--- config.mk ---
export PLATFORM = sky130hd
export DESIGN_NAME = mp_seq
export DESIGN_NICKNAME = d
export VERILOG_FILES = /design/src/rtl/mp_seq.sv
export SDC_FILE = /design/constraint.sdc
export NUM_CORES = 1
export LEC_CHECK = 0
export BUFFER_PORTS_ARGS = -buffer_cell sky130_fd_sc_hd__buf_2
export CELL_PAD_IN_SITES_DETAIL_PLACEMENT = 0
export CELL_PAD_IN_SITES_GLOBAL_PLACEMENT = 1
export CORE_ASPECT_RATIO = 1.4
export CORE_MARGIN = 8
export CORE_UTILIZATION = 30
export DETAILED_ROUTE_END_ITERATION = 7
export PLACE_DENSITY_LB_ADDON = 0.12
export RECOVER_POWER = 100
export SLEW_MARGIN = 20
export SYNTH_ARGS = -nofsm -noshare
export SYNTH_HDL_FRONTEND = slang
export SYNTH_SLANG_ARGS = --single-unit
export TNS_END_PERCENT = 5
--- constraint.sdc ---
create_clock -name clk -period 2.73 [get_ports clk]
set_input_delay 0 -clock clk [delete_from_list [all_inputs] [get_ports clk]]
set_output_delay 0 -clock clk [all_outputs]
set_load 0.05 [all_outputs]
--- src/rtl/mp_seq.sv ---
`default_nettype none
// +--------------------------------------------------------------------------+
// | mp_seq : multi-word ADD/SUB/AND/OR sequencer driving an external         |
// |          combinational N-bit ALU one word per cycle.                     |
// | Optional macro MP_SEQ_CARRY_IN_EN adds the ext_cin carry/borrow input.   |
// | Revision: 1.0                                                            |
// +--------------------------------------------------------------------------+
module mp_seq #(
   parameter int              N     = 8,
   parameter int              W     = 4,
   parameter int              AC_N  = 3,
   parameter logic [AC_N-1:0] CS_AD = AC_N'(0),
   parameter logic [AC_N-1:0] CS_AN = AC_N'(1),
   parameter logic [AC_N-1:0] CS_OR = AC_N'(2)
) (
   input  logic              clk,
   input  logic              rst_n,
   input  logic              start,
`ifdef MP_SEQ_CARRY_IN_EN
   input  logic              ext_cin,
`endif
   input  logic [1:0]        op,
   input  logic [W*N-1:0]    a_in,
   input  logic [W*N-1:0]    b_in,
   output logic [N-1:0]      alu_a,
   output logic [N-1:0]      alu_b,
   output logic              alu_cin,
   output logic [AC_N-1:0]   alu_cs,
   input  logic [N-1:0]      alu_s,
   input  logic              alu_zero,
   input  logic              alu_cout,
   output logic [W*N-1:0]    result,
   output logic              carry,
   output logic              zero,
   output logic              busy,
   output logic              done
);

   localparam int         KW     = (W > 1) ? $clog2(W) : 1;
   localparam logic [1:0] OP_ADD = 2'd0;
   localparam logic [1:0] OP_SUB = 2'd1;
   localparam logic [1:0] OP_AND = 2'd2;
   localparam logic [1:0] OP_OR  = 2'd3;

   typedef enum logic {IDLE = 1'b0, RUN = 1'b1} state_t;

   state_t          state;
   logic [KW-1:0]   k;
   logic [N-1:0]    a_r [W];
   logic [N-1:0]    b_r [W];
   logic [1:0]      op_r;
   logic            cin_r;
   logic            zacc;
   logic            init_cin;
   logic            arith;

   // Initial carry of word 0; SUB feeds ~B, so carry 1 means "no borrow".
   always_comb begin
`ifdef MP_SEQ_CARRY_IN_EN
      init_cin = (op == OP_SUB) ? ~ext_cin : ext_cin;
`else
      init_cin = (op == OP_SUB);
`endif
   end

   assign arith = (op_r == OP_ADD) || (op_r == OP_SUB);

   always_comb begin
      alu_a   = '0;
      alu_b   = '0;
      alu_cin = 1'b0;
      alu_cs  = CS_AD;
      if (state == RUN) begin
         alu_a   = a_r[k];
         alu_b   = (op_r == OP_SUB) ? ~b_r[k] : b_r[k];
         alu_cin = arith & cin_r;
         case (op_r)
            OP_AND:  alu_cs = CS_AN;
            OP_OR:   alu_cs = CS_OR;
            default: alu_cs = CS_AD;
         endcase
      end
   end

   always_ff @(posedge clk or negedge rst_n) begin
      if (!rst_n) begin
         state  <= IDLE;
         k      <= '0;
         for (int i = 0; i < W; i++) begin
            a_r[i] <= '0;
            b_r[i] <= '0;
         end
         op_r   <= OP_ADD;
         cin_r  <= 1'b0;
         zacc   <= 1'b1;
         result <= '0;
         carry  <= 1'b0;
         zero   <= 1'b1;
         busy   <= 1'b0;
         done   <= 1'b0;
      end else begin
         done <= 1'b0;
         if (state == IDLE) begin
            if (start) begin
               for (int i = 0; i < W; i++) begin
                  a_r[i] <= a_in[i*N +: N];
                  b_r[i] <= b_in[i*N +: N];
               end
               op_r  <= op;
               k     <= '0;
               cin_r <= init_cin;
               zacc  <= 1'b1;
               busy  <= 1'b1;
               state <= RUN;
            end
         end else begin
            // Result words are replaced one per cycle as the ALU produces them.
            result[int'(k)*N +: N] <= alu_s;
            cin_r <= alu_cout;
            zacc  <= zacc & alu_zero;
            if (k == KW'(W-1)) begin
               carry <= arith ? alu_cout : 1'b0;
               zero  <= zacc & alu_zero;
               k     <= '0;
               busy  <= 1'b0;
               done  <= 1'b1;
               state <= IDLE;
            end else begin
               k <= k + KW'(1);
            end
         end
      end
   end

endmodule
`default_nettype wire

==> impl_metrics.toml <==
[run_status]
status = "complete, but fails checks"
violations = "capacitance limit, slew limit"

[yosys]
async_flop_share_pct = 100
yosys_warnings = 0
synthCells = 323
syn-num-nets = 408
syn-cell-area_um2 = 4710
ys_seq_area_share_pct = 56.8
synth_edf_count = 0
synth-main-ff-cell = "dfrtp_1"
synth_cell_type_count = 32
ys_seq_elements = 107
avgSynthCellArea_um2 = 14.6

[clock_network]
cts_buffer_depth = 2
clk_pin_slew_ns = 0.07
cts_resized = 0
clk_latency_ns = 0.34
cts_tree = "built"
numCtsBuffers = 9
root_buffer = "clkbuf_16"
ctsHtreeMaxLevel = 3
cts_sinks = 107

[timing]
fin_crit_sh_pct = 87.3
fin_worst_skew_ns = 0.00802
tns_ns = 0
worst_pin_slew_ns = 1.94
max_slew_margin_pct = -29.4
final-hold-violation-count = 0
drv_slew = 77
max_freq_mhz = 419
rsz0062_at_grt = "false"
finalWorstSetupSlack_ns = 0.345
setup_viol_count_final = 0
finalCriticalPeriod_ns = 2.38

[final_layout]
fillers = 1490
finalNetCount = 621
layout-drive-gt1-share_pct = 34.8
antenna_cells = 0
area_delta_synth_final_pct = 39.1

[setup_path]
slowest_stage = "dfrtp_2"
critPathMaxStageDelay_ns = 0.63
criticalPathCategory = "reg -> out"
crit_family = "flip-flops"
worstSetupStartpointType = "register"
rr_worst_depth = 3
cp_num_buf_inv = 1
arrival_ns = 2.38
end_kind = "output port"
cp_num_cells = 4
path_cells = "mux4_1 > xor2_1 > and2_1 > clkbuf_1"
crit_fanout = 15
cp.required_ns = 2.73

[die]
fp.dieH_um = 164
ios = 135
die_width_um = 122
dieArea_um2 = 20000
coreArea_um2 = 15500
start_util_pct = 30.5
num_rows = 54

[global_routing]
grt_pass1_vias = 3808
track_usage_pct = 12.9
antenna_found_initial = 0
grt-ovfl-total = 0
grt_max_degree = 77
grt_first_pass_wirelength_um = 20100

[run]
maxCapViolCount = 1

[power]
power_density_nw_per_um2 = 1310
p_leak_uw = 0.00291
peakVddDrop_mv = 0.607

[place]
place.gp.congestion = 0.696
pre_cts_slack_ns = 0.674
hpwl_um = 8990
portBuffers = 133

[route]
drtPass1Iterations = 4
drc = 0
final_antenna_net_count = 0
wl_um = 12600
wl_per_cell_um = 17.0
num_vias = 3388
drtIter0Drc = 117
avgViaCountPerCell = 4.60

[min_path]
min_path_cells = 3
hp-class = "in -> reg"
==> cell families (layout without fill, tap and decap cells) <==
kind of cell               Yosys count  count (layout)  synth area share, %
adders and majority gates            6               6                 1.59
buffers and inverters               22             240                 2.76
xor gates and xnor gates             8               8                 1.49
other                                1               1               0.0795
DFF                                107             107                 56.8
and+or+nand+nor                     59              59                 7.35
muxes                               82              82                 23.5
AOI/OAI and AO/OA                   38              38                 6.40
==> worst min-delay path: stages <==
cell           delay [ns]
dlygate4sd3_1        0.51
buf_2                0.09
mux2_2               0.12
==> per-stage QoR <==
step / instance area [um2] / utilization [%] / hold WS (ns) / total power (uW) / std cells
global route: 6560 / 42.4 / 0.418 / 9140 / 737
detailed placement: 5590 / 36.1 / 0.234 / 7500 / 642
finish: 6560 / 42.4 / 0.416 / 8590 / 737
global placement: 5590 / 36.1 / 0.225 / 7430 / 642
CTS: 6690 / 43.2 / 0.403 / 8950 / 737
floorplan: 4710 / - / -0.296 / 6390 / 323
==> layer usage <==
layer	global-route usage, %	up-vias	wire [um]
met4	4.78	0	226
met1	14.8	1692	5110
met5	0	-	0
met2	22.8	88	6550
met3	2.99	17	663
li1	-	1591	-
==> path summary, 6_finish.rpt <==
check,startpoint,endpoint,slack [ns]
setup / recovery,k[0],alu_b[7],0.35
hold / removal,a_in[25],a_r[1],0.42
setup reg to reg,state,b_r[16],0.43
hold reg to reg,zero,zero,0.48
max in group asynchronous,rst_n,a_r[31],0.70
min in group asynchronous,rst_n,result[17],0.74
==> report_power, final <==
group          leakage (uW)  internal [uW]  switching (uW)
combinational       0.00144           1580            2930
sequential          0.00133           2320             441
clock              0.000146            741             581
total               0.00291           4650            3950
==> cell type report <==
cell class	count	area, um2	area share [%]
repair buffers	220	1440	21.9
multi-input cells	194	1870	28.6
inverters	4	15.0	0.229
well taps	196	245	3.74
flip-flops and latches	107	2680	40.9
clock inverters	5	60.1	0.916
clock buffers	11	243	3.70
==> layout by cell type (no fill, tap or decap), types with 2 or more instances in the layout <==
cell type      count
clkbuf_1          57
nor3_1             2
mux4_2            15
nor2_1             7
inv_1              4
buf_2             78
mux2_2            66
nand3_1            2
xor2_1             8
clkbuf_16          9
nand2b_1           2
dfstp_2            2
dfrtp_1          104
and2_1            16
o21ai_0            8
clkbuf_2           2
ha_1               6
dlygate4sd3_1     79
buf_4              5
a22o_1            28
nand2_1           23
==> cell usage after synthesis (3+ instances only) <==
cell type	n	area share [%]
a22o_1	28	5.2
buf_2	8	0.85
dfrtp_1	105	56
and2_1	16	2.1
ha_1	6	1.6
inv_1	4	0.32
mux2_2	66	16
nor2_1	7	0.56
clkbuf_1	3	0.24
buf_4	5	0.80
mux4_2	15	7.2
o21ai_0	8	0.85
xor2_1	8	1.5
nand2_1	23	1.8
==> flip-flops by register name, summed over array words and instances, names as in the netlist <==
name / cells
carry: 1
state: 1
busy: 1
cin_r: 1
b_r: 32
result: 32
k: 2
zero: 1
op_r: 2
zacc: 1
done: 1
a_r: 32
==> what timing repair did <==
item / CTS / global route
hold buffers: 79 / 0
hold endpoints to repair: 175 / 0
buffers inserted: 0 / 0
(Power assumes the default switching activity.)
